==> src/rtl/packet_fifo_buffer.sv <==
// rtl/packet_fifo_buffer.sv - circular buffer with commit/rewind packet retry
module packet_fifo_buffer #(
    parameter int WIDTH       = 8,
    parameter int DEPTH       = 64,
    parameter int AF_THRESH   = 56,
    parameter int AUTO_COMMIT = 0
) (
    input  logic                       clk,
    input  logic                       rst,
    input  logic                       clear,
    input  logic                       wr_en,
    input  logic [WIDTH-1:0]           wr_data,
    input  logic                       rd_en,
    output logic [WIDTH-1:0]           rd_data,
    output logic                       rd_valid,
    input  logic                       commit,
    input  logic                       rewind,
    output logic [$clog2(DEPTH):0]     occupancy,
    output logic                       empty,
    output logic                       full,
    output logic                       almost_full,
    output logic                       overflow,
    output logic                       underflow
);

    localparam int AW = $clog2(DEPTH);
    localparam int CW = AW + 1;
    localparam logic [CW-1:0] DEPTH_W   = CW'(DEPTH);
    localparam logic [CW-1:0] AF_W      = CW'(AF_THRESH);
    localparam logic [CW-1:0] CNT_ONE   = CW'(1);
    localparam logic [AW-1:0] PTR_ONE   = AW'(1);
    localparam bit            AUTO      = (AUTO_COMMIT != 0);

    logic [WIDTH-1:0] mem [DEPTH];

    logic [AW-1:0] wptr;
    logic [AW-1:0] rptr;
    logic [AW-1:0] cptr;
    logic [CW-1:0] held;

    logic [AW-1:0] rptr_n;
    logic [AW-1:0] cptr_n;
    logic [CW-1:0] occ_n;
    logic [CW-1:0] held_n;

    logic          do_rewind;
    logic          do_commit;
    logic          push;
    logic          pop;
    logic [CW-1:0] push_cnt;
    logic [CW-1:0] pop_cnt;
    logic [AW-1:0] push_ptr;
    logic [AW-1:0] pop_ptr;

    // Status decodes come only from registered counters, never from inputs.
    assign empty       = (occupancy == '0);
    assign full        = (held == DEPTH_W);
    assign almost_full = (held >= AF_W);

    assign do_rewind = rewind && !AUTO;
    assign do_commit = commit && !AUTO;

    // Space is bounded by held, not occupancy: popped-but-uncommitted words still own their slots.
    assign push = wr_en && !full;
    assign pop  = rd_en && !empty && !do_rewind;

    assign push_cnt = push ? CNT_ONE : '0;
    assign pop_cnt  = pop  ? CNT_ONE : '0;
    assign push_ptr = push ? PTR_ONE : '0;
    assign pop_ptr  = pop  ? PTR_ONE : '0;

    always_comb begin
        rptr_n = rptr;
        cptr_n = cptr;
        occ_n  = occupancy;
        held_n = held;
        if (do_rewind) begin
            rptr_n = cptr;
            occ_n  = held + push_cnt;
            held_n = held + push_cnt;
        end else begin
            rptr_n = rptr + pop_ptr;
            occ_n  = occupancy + push_cnt - pop_cnt;
            if (AUTO || do_commit) begin
                cptr_n = rptr_n;
                held_n = occ_n;
            end else begin
                held_n = held + push_cnt;
            end
        end
    end

    always_ff @(posedge clk) begin
        if (!rst && !clear && push) begin
            mem[wptr] <= wr_data;
        end
    end

    always_ff @(posedge clk) begin
        if (rst) begin
            wptr      <= '0;
            rptr      <= '0;
            cptr      <= '0;
            occupancy <= '0;
            held      <= '0;
            rd_data   <= '0;
            rd_valid  <= 1'b0;
            overflow  <= 1'b0;
            underflow <= 1'b0;
        end else if (clear) begin
            wptr      <= '0;
            rptr      <= '0;
            cptr      <= '0;
            occupancy <= '0;
            held      <= '0;
            rd_valid  <= 1'b0;
            overflow  <= 1'b0;
            underflow <= 1'b0;
        end else begin
            wptr      <= wptr + push_ptr;
            rptr      <= rptr_n;
            cptr      <= cptr_n;
            occupancy <= occ_n;
            held      <= held_n;
            rd_valid  <= pop;
            if (pop) begin
                rd_data <= mem[rptr];
            end
            if (wr_en && full) begin
                overflow <= 1'b1;
            end
            if (rd_en && empty && !do_rewind) begin
                underflow <= 1'b1;
            end
        end
    end

endmodule

==> config.mk <==
export PLATFORM = sky130hd
export DESIGN_NAME = packet_fifo_buffer
export DESIGN_NICKNAME = d
export VERILOG_FILES = /design/src/rtl/packet_fifo_buffer.sv
export SDC_FILE = /design/constraint.sdc
export NUM_CORES = 1
export LEC_CHECK = 0
export BUFFER_PORTS_ARGS = -buffer_cell sky130_fd_sc_hd__buf_4
export CAP_MARGIN = 25
export CORE_MARGIN = 2
export CORE_UTILIZATION = 40
export CTS_CLUSTER_SIZE = 14
export DETAILED_ROUTE_END_ITERATION = 6
export GPL_TIMING_DRIVEN = 0
export SLEW_MARGIN = 5
export SYNTH_ARGS = -nofsm -noshare
export SYNTH_HDL_FRONTEND = slang
export SYNTH_SLANG_ARGS = --single-unit
==> constraint.sdc <==
create_clock -name clk -period 3.3 [get_ports clk]
set_input_delay 0.825 -clock clk [delete_from_list [all_inputs] [get_ports clk]]
set_output_delay 0.825 -clock clk [all_outputs]
set_load 0.01 [all_outputs]
==> results of run 1 <==
==> cells by family (layout without fill, tap and decap cells) <==
group / after synthesis / count (layout) / synth area share (%)
AO/OA/AOI/OAI: 144 / 144 / 4.44
XOR/XNOR: 17 / 17 / 0.676
adder cells (fa/ha/maj): 16 / 16 / 0.943
buffers and inverters: 81 / 222 / 1.72
flip-flops: 555 / 555 / 73.7
multiplexers: 218 / 218 / 13.8
AND/OR/NAND/NOR: 231 / 231 / 4.75
==> area by class of cell <==
class	count	share of cell area (%)
plain buffers	69	1.41
clock buffers	77	6.26
clock inverters	26	0.900
inverters	11	0.164
multi-input cells	626	22.1
flip-flops and latches	555	64.5
well taps	704	3.50
repair buffers	39	1.16
==> registers in the layout, summed over array words and instances, names as in the netlist <==
register / cells
overflow: 1
rd_data: 8
rptr: 6
held: 7
cptr: 6
occupancy: 7
underflow: 1
mem: 512
wptr: 6
rd_valid: 1
==> what timing repair did <==
item | CTS | global route
setup endpoints to repair | 88 | 245
buffers inserted | 0 | 4
pin swaps | 1 | 9
gates resized for setup | 24 | 25
==> stage by stage <==
stage / util, % / setup WS [ns] / instance area (sq um) / TNS, ns / instances
6_report: 46.0 / 0.0464 / 25200 / 0 / 2107
5_1_grt: 46.0 / -0.0633 / 25200 / -2.65 / 2107
4_1_cts: 45.7 / -0.104 / 25100 / -2.64 / 2103
3_5_place_dp: 42.3 / -0.619 / 23200 / -109.96 / 2001
3_3_place_gp: 42.3 / -0.526 / 23200 / -96.05 / 2001
2_1_floorplan: - / 0.00617 / 22000 / 0 / 1262
==> placed cells by master, fill, tap and decap left out, types with 12 or more instances in the layout <==
cell type    n
a21oi_1     20
buf_1       12
buf_2       15
buf_4       47
clkbuf_1    36
clkbuf_16   58
dfxtp_1     38
edfxtp_1   512
ha_1        14
mux2_2      21
mux2i_1    132
mux4_2      58
nand2_1     35
nand3_1     19
nor2_1     107
o22ai_1     41
==> per-layer routing <==
metal	global-route usage, %	up-vias
li1	-	5216
met1	28.4	6264
met2	32.2	492
met3	4.11	100
met4	7.12	0
met5	0	-
==> power by group through the flow <==
stage                     logic (mW)  clock network (mW)  registers (mW)
after global placement         0.394                   0            7.86
after floorplan                0.190                   0            7.86
final                          0.414                6.26            7.71
after detailed placement       0.404                   0            7.86
after global routing           0.452                6.62            7.71
after CTS                      0.407                6.34            7.71
==> how the worst max path moves through the flow <==
stage	startpoint	to	slack (ns)	cells after the start
global placement	clear	mem[30][7]	-0.53	6
global route	held[6]	mem[20][6]	-0.06	7
finish	held[5]	mem[4][2]	0.05	7
detailed placement	clear	mem[30][7]	-0.62	6
floorplan	held[3]	occupancy[6]	0.006	14
CTS	held[3]	mem[54][3]	-0.10	7
==> worst min-delay path, cell delays in order <==
cell     delay [ns]
buf_4          0.08
a21oi_1        0.05
nor2_1         0.06
==> impl_metrics.csv, run 1 <==
group,metric,value,unit
global_route,grt_max_degree,65,
timing,whs,0.447,ns
worst_setup_path,setup.worst_path.end_class,"flip-flop",
floorplanning,die_height,239,um
clock_tree,cts_sinks,555,
layout,multi_input_area,0.00556,sq mm
yosys,synth_nets,1293,
yosys,yosys_register_bits,555,
worst_setup_path,arrival,3.49,ns
pwr,powerDensity,572,mW/mm^2
routing,wl_met2,27000,um
worst_setup_path,cp_slowest_cell,"nor2_1",
layout,antennaDiodeCount,0,
layout,fillCellCount,4670,
worst_hold_path,min_from,"wr_en",
routing,vias,12100,
layout,final-seq-area,0.0162,sq mm
worst_setup_path,path_buf_inv,1,
routing,wirelength,57300,um
routing,drt-initial-drc-count,1478,
worst_setup_path,cp-start-kind,"flip-flop",
routing,met3_length,4130,um
worst_setup_path,reg2regPathDepth,7,
floorplanning,die_w,239,um
floorplanning,die-area,0.0570,sq mm
timing,period_share,98.6,%
routing,wl_met1,24500,um
clock_tree,cts_buffers,57,
timing,worst_pin_slew,1.05,ns
timing,drv_slew,0,
worst_setup_path,cp.required,3.54,ns
clock_tree,clockBufferDepth,3,
global_route,grt_pass1_vias,12100,
yosys,postSynthCellCount,1262,
timing,max_slew_margin,29.8,%
timing,rsz0062_at_grt,"true",
pwr,p_leak,7.69,nW
floorplanning,start_util,40.2,%
worst_setup_path,crit_path_cell_trace,"or4b_4 -> nor4_4 -> nor2b_2 -> inv_1 -> nor3_1 -> nand2_1 -> nor2_1",
pwr,total_power,14.4,mW
clock_tree,cts-root-buf,"clkbuf_16",
pwr,switching_share,20.7,%
pwr,p_switching,2.98,mW
placed_design,io_buffers,35,
clock_tree,cts_tree,"done",
floorplanning,core-area,0.0548,sq mm
yosys,synth_edf_count,512,
yosys,synth-main-ff-cell,"edfxtp_1",
status,outcome,"finished, final reports clean",
placed_design,gp_congestion,0.928,
timing,final.min_clock_period,3.25,ns
routing,vias_per_cell,5.73,
worst_setup_path,critPathMaxFanout,8,
floorplanning,rows,86,
yosys,yosysTopAreaCell,"edfxtp_1",
routing,top_layer_used,"met4",
yosys,synth_cell_type_count,56,
yosys,yosysSeqAreaShare,73.7,%
worst_hold_path,holdCritPathClass,"input pin to flip-flop",
placed_design,dpl.hpwl,36600,um
routing,routedWlPerCell,27.2,um
worst_setup_path,critical-path-top-delay-family,"simple AND/OR/NAND/NOR gates",
yosys,yosys_warnings,0,
yosys,synth_most_common_cell,"edfxtp_1",
timing,clock_skew,0.0220,ns
pwr,p_clk_share,43.5,%
routing,final_antenna_net_count,0,
global_route,antenna_found_initial,0,
run,drv_cap,0,
layout,area_growth,14.2,%
timing,fmax,0.307,GHz
routing,drtPass1Iterations,7,
yosys,synthTopCellsByArea,"edfxtp_1 70%, mux2i_1 6.0%, mux4_2 5.9%",
clock_tree,hold_buffers,0,
yosys,yosys-top-cells-count,"512 x edfxtp_1, 132 x mux2i_1, 120 x nor2_1",
routing,drc_errors,0,
clock_tree,clkLatencyLatePin,0.63,ns
clock_tree,h-tree-depth,2,
worst_hold_path,hold_end,"overflow",
worst_setup_path,path_class,"flip-flop to flip-flop",
pwr,intPower,11.4,mW
worst_setup_path,r2r-end,"mem[4][2]",
floorplanning,num_io_pins,36,
layout,fin_nets,1390,
timing,setup_viol_count_final,0,
global_route,globalRoute.totalOverflow,0,
worst_setup_path,r2r_slack,0.05,ns
pwr,ir_drop,386,uV
global_route,track_usage,20.4,%
global_route,grt_pass1_wl,83800,um
yosys,yosysTopAreaCellShare,69.8,%
worst_setup_path,timing.rr.start,"held[5]",
worst_setup_path,slowest_delay,0.87,ns
pwr,p_seq_share,53.6,%
yosys,async_flop_share,0,%
pwr,p_comb_share,2.9,%
yosys,avgSynthCellArea,17.5,sq um
yosys,netlist_area,0.0220,sq mm
timing,hold_viol_final,0,
clock_tree,clk_pin_slew,0.06,ns
layout,layout-drive-gt1-share,19.6,%
worst_hold_path,hold_path_depth,3,
(Power assumes the default switching activity.)
==> run 2: changes to the inputs <==
--- a/config.mk
+++ b/config.mk
@@ -5,7 +5,7 @@
 export SDC_FILE = /design/constraint.sdc
 export NUM_CORES = 1
 export LEC_CHECK = 0
-export BUFFER_PORTS_ARGS = -buffer_cell sky130_fd_sc_hd__buf_4
+export BUFFER_PORTS_ARGS = -buffer_cell sky130_fd_sc_hd__buf_2
 export CAP_MARGIN = 25
 export CORE_MARGIN = 2
 export CORE_UTILIZATION = 40
==> impl_metrics.csv, run 2 (synthesis gave the netlist of run 1 again) <==
group,metric,value,unit
timing,worst_pin_slew,1.08,ns
floorplanning,core-area,0.0548,sq mm
timing,final.setup.worst_slack,0.00305,ns
layout,area_growth,14.4,%
layout,instances_no_fill,2107,
timing,clock_skew,0.0209,ns
worst_setup_path,cp-endpoint,"rd_data[5]",
routing,wirelength,56500,um
worst_setup_path,cp.required,3.79,ns
clock_tree,clk_pin_slew,0.06,ns
worst_setup_path,slowest_delay,0.78,ns
timing,rsz0062_at_grt,"true",
global_route,grt_pass1_wl,82400,um
timing,hold_viol_final,0,
placed_design,dpl.hpwl,37300,um
global_route,globalRouteMet2Util,31.5,%
layout,layout_commonest_cell,"edfxtp_1",
clock_tree,clkLatencyLatePin,0.62,ns
layout,top_register,"mem",
floorplanning,num_io_pins,36,
timing,fmax,0.303,GHz
floorplanning,start_util,40.2,%
routing,drt-initial-drc-count,1316,
clock_tree,cts_tree,"done",
global_route,grt_pass1_vias,11900,
routing,drc_errors,0,
layout,antennaDiodeCount,0,
global_route,groute.layer.met3.usage,3.38,%
timing,max_slew_margin,28.3,%
clock_tree,clockBufferDepth,3,
routing,drtPass1Iterations,5,
placed_design,io_buffers,35,
worst_setup_path,r2r_slack,0.003,ns
worst_setup_path,critPathLaunch,"rptr[1]",
clock_tree,cts-root-buf,"clkbuf_16",
placed_design,dp_cells,2006,
pwr,ir_drop,440,uV
placed_design,gp_congestion,0.904,
floorplanning,die_height,239,um
pwr,switching_share,20.6,%
timing,final.min_clock_period,3.30,ns
pwr,powerDensity,571,mW/mm^2
status,outcome,"finished, final reports clean",
floorplanning,rows,86,
worst_setup_path,cp-start-kind,"flip-flop",
layout,largestRegisters,"mem (512), rd_data (8)",
pwr,p_switching,2.96,mW
worst_setup_path,setup.worst_path.end_class,"flip-flop",
worst_setup_path,reg2regPathDepth,8,
placed_design,dp_slack,-0.588,ns
routing,final_antenna_net_count,0,
worst_setup_path,r2r-end,"rd_data[5]",
global_route,met1_usage,28.6,%
global_route,busiest_layer,"met2",
worst_setup_path,crit_path_cell_trace,"buf_2 -> buf_1 -> buf_1 -> a31oi_1 -> o221ai_1 -> o2111ai_1 -> a32oi_1 -> o31ai_1",
clock_tree,cts_buffers,56,
pwr,p_leak,7.71,nW
global_route,globalRoute.totalOverflow,0,
worst_setup_path,arrival,3.78,ns
clock_tree,hold_buffers,0,
worst_setup_path,path_buf_inv,3,
pwr,intPower,11.4,mW
worst_setup_path,path_class,"flip-flop to flip-flop",
layout,fin_nets,1394,
pwr,p_clk_share,43.5,%
floorplanning,die_w,239,um
timing,whs,0.449,ns
global_route,grt_max_degree,65,
worst_setup_path,critPathMaxFanout,10,
timing,drv_slew,0,
worst_hold_path,holdCritPathClass,"input pin to flip-flop",
layout,layout_common_cells,"512 x edfxtp_1, 132 x mux2i_1, 97 x nor2_1",
placed_design,dpl_cell_area,0.0232,sq mm
floorplanning,die-area,0.0570,sq mm
worst_setup_path,cp_slowest_cell,"buf_1",
layout,layout-drive-gt1-share,20.0,%
routing,vias,12000,
worst_setup_path,timing.rr.start,"rptr[1]",
pwr,total_power,14.4,mW
routing,vias_per_cell,5.71,
worst_setup_path,critPathMostFrequentCell,"buf_1",
timing,setup_viol_count_final,0,
routing,routedWlPerCell,26.8,um
pwr,p_seq_share,53.5,%
worst_setup_path,cp.depth,8,
global_route,antenna_found_initial,1,
clock_tree,h-tree-depth,2,
pwr,p_comb_share,2.9,%
clock_tree,cts_sinks,555,
run,drv_cap,0,
timing,period_share,99.9,%
layout,stdcell_area,0.0252,sq mm
layout,largest_register_ffs,512,
worst_setup_path,critical-path-top-delay-family,"buffers and inverters",
global_route,track_usage,20.1,%
run 2: tightest hold or removal path, delay by kind of cell:
| family | cells | cell delay [ns] |
|---|---|---|
| AND/OR/NAND/NOR | 1 | 0.07 |
| AO/OA/AOI/OAI | 1 | 0.05 |
| buffers and inverters | 1 | 0.08 |
run 2: layer usage:
| layer | routed length, um | share of wire (%) | vias to the layer above |
|---|---|---|---|
| li1 | - | - | 5227 |
| met1 | 24500 | 43 | 6215 |
| met2 | 26400 | 47 | 495 |
| met3 | 3880 | 6.9 | 93 |
| met4 | 1690 | 3.0 | 0 |
| met5 | 0 | 0 | - |
run 2: area by class of cell:
class                      count  area (sq um)
clock inverter                37           347
clock buffer                  61          1440
timing repair buffer          45           350
fill                        4654         29600
multi-input combinational    626          5560
inverter                      11          41.3
buffer                        68           354
sequential                   555         16200
tap                          704           881
run 2: power groups by stage:
stage,combinational [mW],clock [mW],sequential (mW)
after global routing,0.459,6.65,7.71
after CTS,0.412,6.36,7.71
after detailed placement,0.407,0,7.86
after global placement,0.382,0,7.86
after floorplan,0.190,0,7.86
final,0.422,6.27,7.71
run 2: what timing repair did:
action	4_1_cts	5_1_grt
pin swaps	1	3
gates resized for setup	17	35
setup buffers	2	0
endpoints found under the setup margin	71	257
run 2: worst min-delay path by stage:
stage	startpoint	endpoint	slack (ns)	depth (start not counted)
global route	wr_en	overflow	0.48	3
finish	wr_en	overflow	0.45	3
global placement	underflow	underflow	0.44	2
CTS	wr_en	overflow	0.44	3
floorplan	cptr[0]	cptr[0]	0.44	2
detailed placement	overflow	overflow	0.45	2
run 2: per-stage QoR:
| stage | TNS (ns) | util, % |
|---|---|---|
| 2_1_floorplan | 0 | - |
| 3_3_place_gp | -91.96 | 42.2 |
| 3_5_place_dp | -106.96 | 42.3 |
| 4_1_cts | -3.14 | 45.7 |
| 5_1_grt | -15.03 | 46.0 |
| 6_report | 0 | 46.0 |
==> run 3: changes to the inputs <==
--- a/config.mk
+++ b/config.mk
@@ -7,11 +7,14 @@
 export LEC_CHECK = 0
 export BUFFER_PORTS_ARGS = -buffer_cell sky130_fd_sc_hd__buf_2
 export CAP_MARGIN = 25
+export CELL_PAD_IN_SITES_DETAIL_PLACEMENT = 0
+export CELL_PAD_IN_SITES_GLOBAL_PLACEMENT = 1
 export CORE_MARGIN = 2
-export CORE_UTILIZATION = 40
+export CORE_UTILIZATION = 25
 export CTS_CLUSTER_SIZE = 14
 export DETAILED_ROUTE_END_ITERATION = 6
 export GPL_TIMING_DRIVEN = 0
+export PLACE_DENSITY_LB_ADDON = 0.1
 export SLEW_MARGIN = 5
 export SYNTH_ARGS = -nofsm -noshare
 export SYNTH_HDL_FRONTEND = slang
==> impl_metrics.csv, run 3 (synthesis gave the netlist of run 1 again) <==
group,metric,value,unit
status,outcome,"finished, final reports clean",
layout,largest_register_ffs,512,
worst_setup_path,slowest_delay,0.50,ns
pwr,total_power,15.1,mW
timing,period_share,98.7,%
worst_hold_path,hold_path_depth,2,
clock_tree,cts_sinks,555,
placed_design,dp_cells,2471,
timing,clock_skew,0.0239,ns
worst_hold_path,min_from,"rd_data[1]",
floorplanning,die_w,301,um
global_route,globalRouteMet2Util,26.2,%
layout,layout-drive-gt1-share,23.1,%
run,drv_cap,0,
global_route,groute.layer.met3.usage,2.18,%
floorplanning,rows,108,
routing,routedWlPerCell,27.5,um
routing,final_antenna_net_count,0,
global_route,busiest_layer,"met2",
worst_setup_path,r2r-end,"rd_data[2]",
pwr,switching_share,21.2,%
global_route,antenna_found_initial,2,
layout,stdcell_area,0.0264,sq mm
pwr,p_switching,3.19,mW
clock_tree,clockBufferDepth,3,
timing,max_slew_margin,33.7,%
timing,fin_tns_setup,0,ns
global_route,grt_max_degree,65,
worst_setup_path,timing.rr.start,"rptr[2]",
worst_hold_path,hold_end,"rd_data[1]",
routing,vias,12000,
pwr,p_clk_share,45.8,%
routing,vias_per_cell,4.63,
clock_tree,clkLatencyLatePin,0.60,ns
worst_setup_path,cp_slowest_cell,"o22ai_1",
worst_setup_path,crit_path_cell_trace,"buf_2 -> buf_1 -> nand3b_1 -> clkbuf_1 -> o22ai_1 -> nor3_4 -> a22oi_1 -> nand3_1 -> nand2_1",
layout,instances_no_fill,2586,
routing,drtPass1Iterations,5,
global_route,globalRoute.totalOverflow,0,
timing,drv_slew,0,
worst_setup_path,setup.worst_path.end_class,"flip-flop",
worst_setup_path,path_class,"flip-flop to flip-flop",
global_route,grt_pass1_wl,98800,um
pwr,intPower,11.9,mW
floorplanning,die_height,301,um
placed_design,io_buffers,35,
floorplanning,start_util,25.3,%
global_route,grt_pass1_vias,12200,
routing,wirelength,71200,um
clock_tree,clk_pin_slew,0.06,ns
timing,final.setup.worst_slack,0.0438,ns
worst_setup_path,cp.required,3.82,ns
layout,largestRegisters,"mem (512), rd_data (8)",
pwr,powerDensity,571,mW/mm^2
timing,worst_pin_slew,0.990,ns
placed_design,dpl_cell_area,0.0239,sq mm
pwr,ir_drop,311,uV
worst_setup_path,reg2regPathDepth,9,
routing,drc_errors,0,
placed_design,dpl.hpwl,48200,um
floorplanning,die-area,0.0905,sq mm
worst_setup_path,arrival,3.78,ns
clock_tree,cts-root-buf,"clkbuf_16",
timing,fmax,0.307,GHz
global_route,met1_usage,21.5,%
timing,hold_viol_final,0,
worst_setup_path,cp-start-kind,"flip-flop",
placed_design,dp_slack,-0.973,ns
floorplanning,num_io_pins,36,
worst_setup_path,r2r_slack,0.04,ns
layout,area_growth,19.7,%
layout,fin_nets,1418,
timing,rsz0062_at_grt,"true",
worst_hold_path,holdCritPathClass,"flip-flop to flip-flop",
layout,layout_common_cells,"512 x edfxtp_1, 132 x mux2i_1, 81 x nor2_1",
clock_tree,cts_buffers,67,
worst_setup_path,critPathMaxFanout,10,
timing,final.min_clock_period,3.26,ns
timing,setup_viol_count_final,0,
clock_tree,cts_tree,"done",
pwr,p_comb_share,3.0,%
global_route,track_usage,15.8,%
placed_design,gp_congestion,0.780,
pwr,p_seq_share,51.2,%
layout,layout_commonest_cell,"edfxtp_1",
pwr,p_leak,7.95,nW
layout,top_register,"mem",
routing,drt-initial-drc-count,846,
clock_tree,h-tree-depth,3,
floorplanning,core-area,0.0870,sq mm
run 3: area by class of cell:
class	count	area [sq um]
plain buffers	67	373
well taps	1155	1450
flip-flops and latches	555	16200
clock buffers	85	1790
multi-input cells	626	5740
repair buffers	59	524
clock inverters	27	209
diodes	1	2.50
inverters	11	43.8
fillers	8606	60700
run 3: metrics by stage:
step                util [%]  hold slack [ns]
detailed placement      27.5            0.444
global placement        27.2            0.447
floorplan                  -            0.436
CTS                     30.1            0.431
global route            30.3            0.469
finish                  30.3            0.459
run 3: what timing repair did:
| action | 4_1_cts | 5_1_grt |
|---|---|---|
| gates resized for setup | 81 | 27 |
| setup endpoints to repair | 319 | 359 |
| endpoints found under the hold margin | 0 | 0 |
| hold buffers | 0 | 0 |
| setup buffers | 0 | 3 |
| gates cloned | 0 | 0 |
| pin swaps | 0 | 8 |
run 3: how the worst max path moves through the flow:
stage | startpoint | to | slack [ns] | cells past startpoint
2_1_floorplan | held[3] | occupancy[6] | 0.006 | 14
3_3_place_gp | clear | mem[30][2] | -1.00 | 6
3_5_place_dp | clear | mem[14][2] | -0.97 | 6
4_1_cts | held[4] | mem[20][5] | -0.29 | 7
5_1_grt | rptr[2] | rd_data[2] | -0.0008 | 9
6_report | rptr[2] | rd_data[2] | 0.04 | 9
run 3: worst max-delay path: cells and delay by family (launching register included):
| kind | cells | cell delay [ns] |
|---|---|---|
| buffers and inverters | 3 | 1.13 |
| and+or+nand+nor | 4 | 1.01 |
| AOI/OAI and AO/OA | 2 | 0.70 |
| DFF | 1 | 0.33 |
run 3: power groups by stage:
stage                     combinational [mW]  sequential (mW)  clock (mW)
after floorplan                        0.190             7.86           0
after global placement                 0.425             7.86           0
after detailed placement               0.450             7.86           0
after CTS                              0.458             7.71        7.11
after global routing                   0.497             7.71        7.35
final                                  0.453             7.71        6.90
run 3: layer usage:
metal | share of wire [%] | vias to the layer above
met1 | 46 | 6361
li1 | - | 5290
met2 | 48 | 238
met4 | 1.9 | 0
met5 | 0 | -
met3 | 3.7 | 77
